[src/rtl/irq_controller.sv]
// Prioritised interrupt controller: synchronises and edge-captures peripheral lines,
// raises irq with a latched handler vector and waits for the CPU ack and a software EOI.
module irq_controller #(
   parameter int unsigned NUM_SOURCES       = 8,
   parameter int unsigned SYNC_STAGES       = 2,
   parameter int unsigned VEC_SHIFT         = 2,
   parameter logic [15:0] RESET_VECTOR_BASE = 16'hFF00
) (
   input  logic                   clock,
   input  logic                   reset,
   input  logic [NUM_SOURCES-1:0] irq_src,
   input  logic                   mmio_write,
   input  logic [1:0]             mmio_addr,
   input  logic [15:0]            mmio_wdata,
   output logic [15:0]            mmio_rdata,
   output logic                   irq,
   output logic [15:0]            irq_vector,
   input  logic                   reset_irq,
   output logic [3:0]             irq_active_id
);

   typedef enum logic [1:0] {
      StIdle      = 2'd0,
      StAssert    = 2'd1,
      StInService = 2'd2
   } state_e;

   logic [NUM_SOURCES-1:0] sync_q [SYNC_STAGES];
   logic [NUM_SOURCES-1:0] edge_q;
   logic [NUM_SOURCES-1:0] rise;
   logic [NUM_SOURCES-1:0] pending_q, pending_d;
   logic [NUM_SOURCES-1:0] mask_q;
   logic [NUM_SOURCES-1:0] req;
   logic [NUM_SOURCES-1:0] w1c_bits;
   logic [NUM_SOURCES-1:0] ack_bits;
   logic                   enable_q;
   logic [15:0]            base_q;
   state_e                 state_q;
   logic                   irq_q;
   logic [15:0]            vector_q;
   logic [3:0]             id_q;
   logic [3:0]             lowest;
   logic                   wr_pending, wr_mask, wr_base, wr_ctrl;
   logic                   eoi;

   // Synchroniser chain plus one extra flop for rising-edge detection
   always_ff @(posedge clock or negedge reset) begin
      if (!reset) begin
         for (int i = 0; i < SYNC_STAGES; i++) sync_q[i] <= '0;
         edge_q <= '0;
      end else begin
         sync_q[0] <= irq_src;
         for (int i = 1; i < SYNC_STAGES; i++) sync_q[i] <= sync_q[i-1];
         edge_q <= sync_q[SYNC_STAGES-1];
      end
   end

   assign rise = sync_q[SYNC_STAGES-1] & ~edge_q;

   assign wr_pending = mmio_write && (mmio_addr == 2'd0);
   assign wr_mask    = mmio_write && (mmio_addr == 2'd1);
   assign wr_base    = mmio_write && (mmio_addr == 2'd2);
   assign wr_ctrl    = mmio_write && (mmio_addr == 2'd3);
   assign eoi        = wr_ctrl && mmio_wdata[1];

   assign req      = pending_q & mask_q;
   assign w1c_bits = wr_pending ? mmio_wdata[NUM_SOURCES-1:0] : '0;
   assign ack_bits = (state_q == StAssert && reset_irq) ? (NUM_SOURCES'(1) << id_q) : '0;

   // New edges are ORed in last so they win over W1C and ack clears
   assign pending_d = (pending_q & ~w1c_bits & ~ack_bits) | rise;

   // Lowest-index requesting source has priority
   always_comb begin
      lowest = 4'd0;
      for (int i = int'(NUM_SOURCES) - 1; i >= 0; i--) begin
         if (req[i]) lowest = 4'(i);
      end
   end

   // Software-visible registers
   always_ff @(posedge clock or negedge reset) begin
      if (!reset) begin
         pending_q <= '0;
         mask_q    <= '0;
         enable_q  <= 1'b0;
         base_q    <= RESET_VECTOR_BASE;
      end else begin
         pending_q <= pending_d;
         if (wr_mask) mask_q   <= mmio_wdata[NUM_SOURCES-1:0];
         if (wr_base) base_q   <= mmio_wdata;
         if (wr_ctrl) enable_q <= mmio_wdata[0];
      end
   end

   // Request FSM; id and vector are latched on entry to StAssert and frozen afterwards
   always_ff @(posedge clock or negedge reset) begin
      if (!reset) begin
         state_q  <= StIdle;
         irq_q    <= 1'b0;
         vector_q <= RESET_VECTOR_BASE;
         id_q     <= 4'd0;
      end else begin
         unique case (state_q)
            StIdle: begin
               if (enable_q && |req) begin
                  state_q  <= StAssert;
                  irq_q    <= 1'b1;
                  id_q     <= lowest;
                  vector_q <= base_q + (16'(lowest) << VEC_SHIFT);
               end
            end
            StAssert: begin
               if (reset_irq) begin
                  state_q <= StInService;
                  irq_q   <= 1'b0;
               end
            end
            StInService: begin
               if (eoi) state_q <= StIdle;
            end
            default: begin
               state_q <= StIdle;
               irq_q   <= 1'b0;
            end
         endcase
      end
   end

   assign irq           = irq_q;
   assign irq_vector    = vector_q;
   assign irq_active_id = id_q;

   // Combinational register read-back
   always_comb begin
      mmio_rdata = 16'h0000;
      unique case (mmio_addr)
         2'd0: mmio_rdata = 16'(pending_q);
         2'd1: mmio_rdata = 16'(mask_q);
         2'd2: mmio_rdata = base_q;
         2'd3: mmio_rdata = {state_q, 6'b0, id_q, 3'b0, enable_q};
         default: mmio_rdata = 16'h0000;
      endcase
   end

endmodule

[config.mk]
export PLATFORM = sky130hd
export DESIGN_NAME = irq_controller
export DESIGN_NICKNAME = d
export VERILOG_FILES = /design/src/rtl/irq_controller.sv
export SDC_FILE = /design/constraint.sdc
export NUM_CORES = 1
export LEC_CHECK = 0
export ABC_CLOCK_PERIOD_IN_PS = 2100
export CELL_PAD_IN_SITES_DETAIL_PLACEMENT = 0
export CELL_PAD_IN_SITES_GLOBAL_PLACEMENT = 2
export CORE_UTILIZATION = 31
export DETAILED_ROUTE_END_ITERATION = 10
export PLACE_DENSITY = 0.75
export SKIP_CTS_REPAIR_TIMING = 1
export SLEW_MARGIN = 20
export SYNTH_ARGS = -nofsm -noshare
export SYNTH_HDL_FRONTEND = slang
export SYNTH_SLANG_ARGS = --single-unit
[constraint.sdc]
create_clock -name clock -period 2.1 [get_ports clock]
set_input_delay 0.42 -clock clock [delete_from_list [all_inputs] [get_ports clock]]
set_output_delay 0.42 -clock clock [all_outputs]
set_load 0.02 [all_outputs]
==> impl.org, run 1 <==
** Timing
- Dividing the final minimum period by the clock period gives 1.11.
- Final Hold Violating Endpoints :: 0
- Setup violation total in the final timing report :: 12
- The worst pin sits at a relative slew slack of 0.616.
- RSZ-0062 raised after global routing :: true
- Final worst setup slack :: -0.226 ns
- For the pin with the worst max-slew slack, the measured transition is 0.576 ns.
- Max-slew violation count :: 0
- Post-route setup TNS :: -1.87 ns
- Post-route clock skew :: 0.00822 ns
- Fmax :: 430 MHz
- Min cycle time layout :: roughly 2.3 ns

** Power
- Total power after layout :: approximately 0.0063 W
- The share of total power dissipated in sequential elements is 0.354.
- Leakage :: 2.36 nW
- Cell internal pwr :: approximately 0.0042 W
- For this design the ratio of total power to cell area is between 1000 and 1500 nW/um2.
- For this design the total switching power over the nets is ~0.0021 W.
- Of the total power, the clock network draws 0.254.
- Of the total power, the share spent switching nets is 0.331.
- The worst-case IR drop observed on VDD is around 440 uV.
- The share of total power dissipated in combinational logic is 0.392.

** Worst setup path
- Data required time of the worst path :: about 2.4 ns
- Startpoint type of the worst setup path :: flip-flop
- Startpoint of the worst-slack reg-to-reg timing path :: pending_q[1]
- Crit path capture type :: flip-flop
- In this run the register-to-register setup slack is -0.23 ns.
- CP Max Fanout :: 5
- For the worst flop-to-flop path, the logic depth is 10.
- Critical path class :: reg2reg
- The endpoint identified for the worst register-to-register timing path is irq_vector[14].
- At the worst endpoint, the arrival time is 2.60 ns.

** Placed design
- Post-Place Cell Area :: between 4000 and 5000 um2
- At the end of routability-driven placement, the weighted congestion stood at 0.838.
- Port buffering added 65 buffers.
- Post-placement setup slack :: -0.508 ns
- Once detailed placement completed, the half-perimeter wirelength came to 6.97 mm.

** Floorplan
- Count of boundary I/O pins :: 67
- Starting density of the core :: 0.323
- Die span in y :: between 100 and 150 um
- The die covers about 12,000 um2.
- The floorplan has 38 rows.
- The floorplan step set the die width to about 110 um.
- The floorplan step defined a core boundary enclosing ~11,000 um2.

** Synth
- Synth Instances :: 285
- Sorting the synthesized cells by area gives the leading types as dfrtp_1 (44%), dfstp_2 (12%), mux2_2 (9.8%), o21ai_0 (3.1%), mux4_2 (2.5%).
- Fraction of post-synthesis cell area in the top cell type by area :: 0.444
- In this run, synthesis inferred 0 flip-flops with an integrated enable.
- For this run, the register share of the synthesized area comes to 0.563.
- In the synthesized netlist the dominant register cell turns out to be dfrtp_1.
- Counting every net in the synthesized netlist gives approximately 320.
- The synthesized design spends more area on one cell type than any other, namely dfrtp_1.
- After synthesis, the share of flip-flops with an asynchronous set or reset is 1.00.
- During synthesis, Yosys emitted a total of 0 warnings.
- Number of synthesized register bits :: 79
- Synth Area per Inst :: roughly 12 um2
- Unique masters post-synth :: 49
- Mapped cell area :: approximately 3500 um2

** Drt
- The first TritonRoute pass finished after 4 iterations.
- After detailed routing, the number of vias per cell comes to 5.00.
- In this run, the number of DRC markers left after iteration 0 of detailed routing was roughly 120.
- Wire length after detailed routing :: about 9.5 mm
- In the final routed layout, each cell accounts on average for 17.1 um.
- Once detail routing completed, the nets flagged for antenna violations numbered 0.
- Post-route DRC violation count :: 0
- Total vias in the final route :: between 2,000 and 3,000

** Run
- Maxcap violations :: 0

** GRT
- The number of antenna violations at the first check in global routing came to 0.
- For this run, the total global-route usage over all layers was measured as 0.174.
- Total gr overflow :: 0
- Entering global routing, the biggest net connects 43 pins.
- Vias in the first global route :: between 2,000 and 3,000
- The first global-routing pass estimated ~15 mm of wire.

** Final layout
- Layout overhead on the synthesized area :: 47.5%
- Measured on the finished design, the core utilization comes to 0.477.
- In the final layout, the share of cells above drive strength 1 is 0.369.
- Finished layout cell area :: ~5200 um2
- Final net count :: approximately 450
- The sequential cells in the finished layout cover a total of between 1500 and 2000 um2.
- Multi-input combinational cell area :: 1520 um2
- The layout has 995 filler cells.
- The number of antenna diodes in the final layout is 0.

** Clock tree
- No sink is reached through more buffers than the 2 on the longest clock path.
- CTS saw between 70 and 80 sinks.
- CTS clock-pin slew for the worst setup and hold paths :: around 0.060 ns
- Clock tree from TritonCTS :: done
- TritonCTS Buffers :: 9
- Clock latency at the later pin of the worst-skew pair :: about 0.35 ns
- The clock tree synthesis step divided the H-tree into 3 levels.
- Cell at the root of the clock tree :: clkbuf_16

** Min path
- Class of the most critical hold timing path :: in2async

** Status
- Result of the run :: finished, violations left
- The final reports fail on setup timing.
==> cells by family (layout without fill, tap and decap cells) <==
group	Yosys count	after routing	share of synthesized area
xor+xnor	10	10	0.0247
flops	79	79	0.563
compound gates	61	61	0.119
fa+ha+maj	4	4	0.0162
mux	45	45	0.158
other cells	1	1	0.00106
buf+inv	24	156	0.0289
simple gates	61	61	0.0902
==> cells in the final DEF, fill, tap and decap left out, types with 4 or more instances in the layout <==
master,instances
dfrtp_1,63
buf_4,56
clkdlybuf4s50_1,46
mux2_2,31
nand2_1,23
o21ai_0,19
dfstp_2,16
dlymetal6s2s_1,14
inv_1,12
xnor2_1,10
clkbuf_16,10
a21oi_1,9
and2_1,7
o211ai_1,7
mux2i_1,5
a22o_1,4
nor2_1,4
mux4_2,4
mux2_4,4
nand4_1,4
==> cell usage after synthesis, drive strengths merged (2+ instances only) <==
cell     count
o21ai       22
nand4b       2
mux4         4
a21oi       10
inv         13
o2111ai      2
dfstp       16
buf          3
o311ai       2
a22o         4
nand3        4
and2         8
dfrtp       63
clkbuf       8
nor2b        5
o31ai        2
nand2b       2
nand2       23
o41ai        2
mux2i        6
nand3b       2
nor2         5
ha           3
o211ai       7
xnor2       10
a31oi        2
a32o         2
nand4        4
mux2        35
==> worst max path at each step <==
stage,start,end,slack (ns),cells after the start
2_1_floorplan,mask_q[1],irq_vector[14],-0.02,10
3_3_place_gp,mmio_addr[0],mmio_rdata[0],-0.50,4
3_5_place_dp,mmio_addr[0],mmio_rdata[7],-0.51,7
4_1_cts,mmio_addr[0],mmio_rdata[7],-0.51,7
5_1_grt,mask_q[6],irq_vector[10],-0.41,11
6_report,pending_q[1],irq_vector[14],-0.23,10
==> worst max-delay path, cell delays in order (launching register included) <==
cell,delay (ns)
dfrtp_1,0.42
nand2_1,0.07
a32o_1,0.28
nor2_1,0.11
ha_2,0.21
inv_2,0.04
fa_2,0.36
nor2b_4,0.23
o2111ai_2,0.13
xnor2_1,0.15
mux2_4,0.26
==> registers in the layout, summed over array words and instances (netlist names) <==
register and count:
mask_q 8, edge_q 8, base_q 16, irq_vector 16, enable_q 1, pending_q 8, irq 1, state_q 2
sync_q 16, irq_active_id 3
==> final cells by class <==
cell class	count	area share
clock buffer	10	0.0457
clock inverter	6	0.0129
inverter	13	0.00932
multi-input combinational	182	0.290
sequential	79	0.381
tap	140	0.0335
timing repair buffer	127	0.227
==> stage by stage <==
step	cells	hold WS, ns
after floorplan	285	0.124
after global placement	534	0.332
after detailed placement	534	0.336
after CTS	550	0.0967
after global routing	557	0.107
final	557	0.0674
==> metal layers <==
| layer | routed length, um | vias to the layer above | track usage |
|---|---|---|---|
| met2 | 4520 | 59 | 0.269 |
| met4 | 212 | 0 | 0.0840 |
| li1 | - | 1288 | - |
| met1 | 4460 | 1423 | 0.238 |
| met3 | 316 | 16 | 0.0263 |
| met5 | 0 | - | 0 |
==> power groups by stage <==
stage               clock network, W  logic, W  registers [W]
floorplan                          0   0.00106        0.00244
global placement                   0   0.00245        0.00227
detailed placement                 0   0.00246        0.00227
CTS                          0.00165   0.00248        0.00225
global route                 0.00171   0.00268        0.00230
finish                       0.00161   0.00249        0.00225
Note: power is estimated with default switching activity, not from simulation.
==> inputs of run 2 (changes only) <==
--- a/config.mk
+++ b/config.mk
@@ -5,7 +5,8 @@
 export SDC_FILE = /design/constraint.sdc
 export NUM_CORES = 1
 export LEC_CHECK = 0
-export ABC_CLOCK_PERIOD_IN_PS = 2100
+export ABC_CLOCK_PERIOD_IN_PS = 2000
+export CAP_MARGIN = 25
 export CELL_PAD_IN_SITES_DETAIL_PLACEMENT = 0
 export CELL_PAD_IN_SITES_GLOBAL_PLACEMENT = 2
 export CORE_UTILIZATION = 31
==> constraint.sdc (replaced) <==
create_clock -name clock -period 2 [get_ports clock]
set_input_delay 0.4 -clock clock [delete_from_list [all_inputs] [get_ports clock]]
set_output_delay 0.4 -clock clock [all_outputs]
set_load 0.02 [all_outputs]
==> impl.org, run 2 (synthesis gave the netlist of run 1 again) <==
** Timing
- Final worst setup slack :: -0.433 ns
- Final hold analysis gives a worst-case slack of between 0.03 and 0.04 ns.
- Setup violation total in the final timing report :: 13
- Final Hold Violating Endpoints :: 0
- RSZ-0062 raised after global routing :: true
- The worst path in the final design needs a cycle of 2.43 ns, including I/O delays and setup.
- Max-slew violation count :: 0
- Worst max-slew margin expressed relative to the limit :: 0.658
- Timing would allow up to between 400 and 500 MHz.
- Transition at the pin with the smallest max-transition slack :: approximately 0.51 ns
- Dividing the final minimum period by the clock period gives 1.22.
- The clock arrives with 0.00929 ns of skew.

** Final layout
- The finished cells cover 5350 um2.
- Leaving out fill and tap cells, the most frequent cell in the layout is dfrtp_1.
- Leaving out fill and tap cells, the most frequent cells in the layout are dfrtp_1 (62), buf_4 (59), clkdlybuf4s50_1 (46).
- Layout overhead on the synthesized area :: 50.7%
- Number of antenna diodes :: 0
- Summing all multi-input logic gate instances after layout gives approximately 1600 um2.
- Layout cell share with drive strength beyond 1 :: 0.431
- Filler cell count in the final layout :: 1,017
- Summing all flip-flop and latch instances after layout gives about 2000 um2.
- In the final design database the tool counted approximately 460 nets.

** Drt
- Post-route DRC violation count :: 0
- Per-cell routed wire length :: between 15 and 20 um
- Post-DR vias/cell :: slightly below 5
- Wire length after detailed routing :: approximately 9.5 mm
- Total vias in the final route :: around 2,800
- Drt first-iter violations :: between 90 and 100
- For this run, the detailed router's first-pass iteration total came to 6.
- Post-DRT Antenna Nets :: 0

** Power
- Maximum ir drop on the vdd rail :: approximately 760 uV
- Cell internal pwr :: about 0.0046 W
- Power spread over the standard cell area amounts to approximately 1300 nW/um2.
- Leakage :: ~2.3 nW
- Combinational fraction of design power :: 0.410
- Of the total power, the share spent switching nets is 0.336.
- Share of total power in sequential cells :: 0.346
- Of the total power, the clock network draws 0.244.
- Net switching component of the power :: around 0.0023 W

** Clock tree
- CTS HTree Levels :: 3
- The root buffer cell chosen for the clock tree is clkbuf_16.
- TritonCTS Buffers :: 9
- TritonCTS built the clock tree.
- The clock drives 79 sinks.
- Clock latency at the later pin of the worst-skew pair :: ~0.34 ns
- No sink is reached through more buffers than the 2 on the longest clock path.
- After clock tree synthesis, the clock-pin slew on the worst setup and hold paths is 0.06 ns.

** Floorplan
- 67 I/O pins were placed.
- For this configuration, the core starts out at a cell density of 0.323.
- The core region is between 10,000 and 15,000 um2.
- Die area :: between 10,000 and 15,000 um2
- Die Span X :: around 110 um
- Die span in y :: around 110 um
- In this run the core area contains 38 standard-cell rows.

** Placed design
- Last weighted congestion value of the routability-driven placer :: 0.850
- Half-perimeter wire length of the detailed placement result :: a little under 7 mm
- Prior to clock tree synthesis, the placed netlist has a worst setup slack of -0.565 ns.
- Buffers placed on the I/O ports in this run total 65.
- The placed instances occupy a cell area of 4800 um2.

** Worst setup path
- Data required time of the worst path :: 2.26 ns
- CP Max Fanout :: 5
- Crit path capture type :: flip-flop
- Data arrives at the worst endpoint at 2.70 ns.
- Walking the worst path, the cells encountered are nand2_1, a32o_1, a222oi_1, buf_4, nor2_2, ha_2, inv_2, fa_2, nor2b_4, o2111ai_2, xnor2_1, mux2_4.
- Critical path class :: reg2reg
- In this run the critical register-to-register path is launched from pending_q[6].
- The critical path starts at pending_q[6].
- Kind of cell with the highest combined delay on the critical path :: adder cells
- Critical-path top delay cell :: dfrtp_1
- Worst stage delay on the critical path :: approximately 0.42 ns
- The critical path contains buffers and inverters numbering 2 combined.
- Startpoint type of the worst setup path :: flip-flop

** GRT
- Vias in the first global route :: between 2,000 and 3,000
- Largest net degree at the start of global routing :: 39
- The first global-routing pass estimated between 10 and 15 mm of wire.
- For this run, the total global-route usage over all layers was measured as 0.168.
- Number of antenna violations at the first check in global routing :: 0
- Total gr overflow :: 0

** Status
- The run finished, with violations left.
- The final reports fail on setup timing.

** Min path
- The min-delay analysis places its worst path in the category in2async.

** Run
- Maxcap violations :: 0
[run 2: cell count changes in the layout (fill, tap and decap cells not counted), sizes merged]
cell,change
buf,+12
clkbuf,+6
clkinv,+1
dlymetal6s2s,-9
[run 2: cell type report]
cell class / count / share of cell area
tap: 140 / 0.0327
clock inverter: 7 / 0.0150
inverter: 13 / 0.00912
timing repair buffer: 137 / 0.230
clock buffer: 9 / 0.0421
sequential: 79 / 0.374
multi-input combinational: 182 / 0.297
[run 2: metrics by stage]
step,total power [W],TNS (ns),cells,utilization
finish,0.00688,-3.29,567,0.487
global route,0.00724,-4.46,567,0.487
CTS,0.00668,-12.00,549,0.465
detailed placement,0.00496,-12.42,533,0.437
global placement,0.00494,-12.28,533,0.437
floorplan,0.00368,-0.661,285,-
[run 2: routing by layer]
layer	track usage	vias to the layer above	share of wire
met5	0	-	0
met4	0.0753	0	0.016
met3	0.0287	12	0.041
met2	0.255	60	0.47
met1	0.234	1391	0.47
li1	-	1308	-
[run 2: worst paths after layout]
kind                                   to  slack, ns  cells past startpoint
setup / recovery           irq_vector[10]      -0.43                     12
hold / removal                  edge_q[1]       0.03                      1
setup reg to reg           irq_vector[10]      -0.43                     12
hold reg to reg                 sync_q[0]       0.35                      0
max in group asynchronous      base_q[10]       1.36                      2
min in group clock              sync_q[0]       0.35                      0
[run 2: power by group through the flow]
stage / logic [W] / registers (W) / clock network (W)
3_5_place_dp: 0.00257 / 0.00239 / 0
4_1_cts: 0.00258 / 0.00237 / 0.00172
3_3_place_gp: 0.00256 / 0.00239 / 0
2_1_floorplan: 0.00111 / 0.00256 / 0
6_report: 0.00282 / 0.00238 / 0.00168
5_1_grt: 0.00302 / 0.00243 / 0.00180
==> inputs of run 3 (changes only) <==
--- a/config.mk
+++ b/config.mk
@@ -13,7 +13,7 @@
 export DETAILED_ROUTE_END_ITERATION = 10
 export PLACE_DENSITY = 0.75
 export SKIP_CTS_REPAIR_TIMING = 1
-export SLEW_MARGIN = 20
+export SLEW_MARGIN = 30
 export SYNTH_ARGS = -nofsm -noshare
 export SYNTH_HDL_FRONTEND = slang
 export SYNTH_SLANG_ARGS = --single-unit
==> results of run 3 <==
The final DEF is identical to that of run 2; final timing and power are the same.
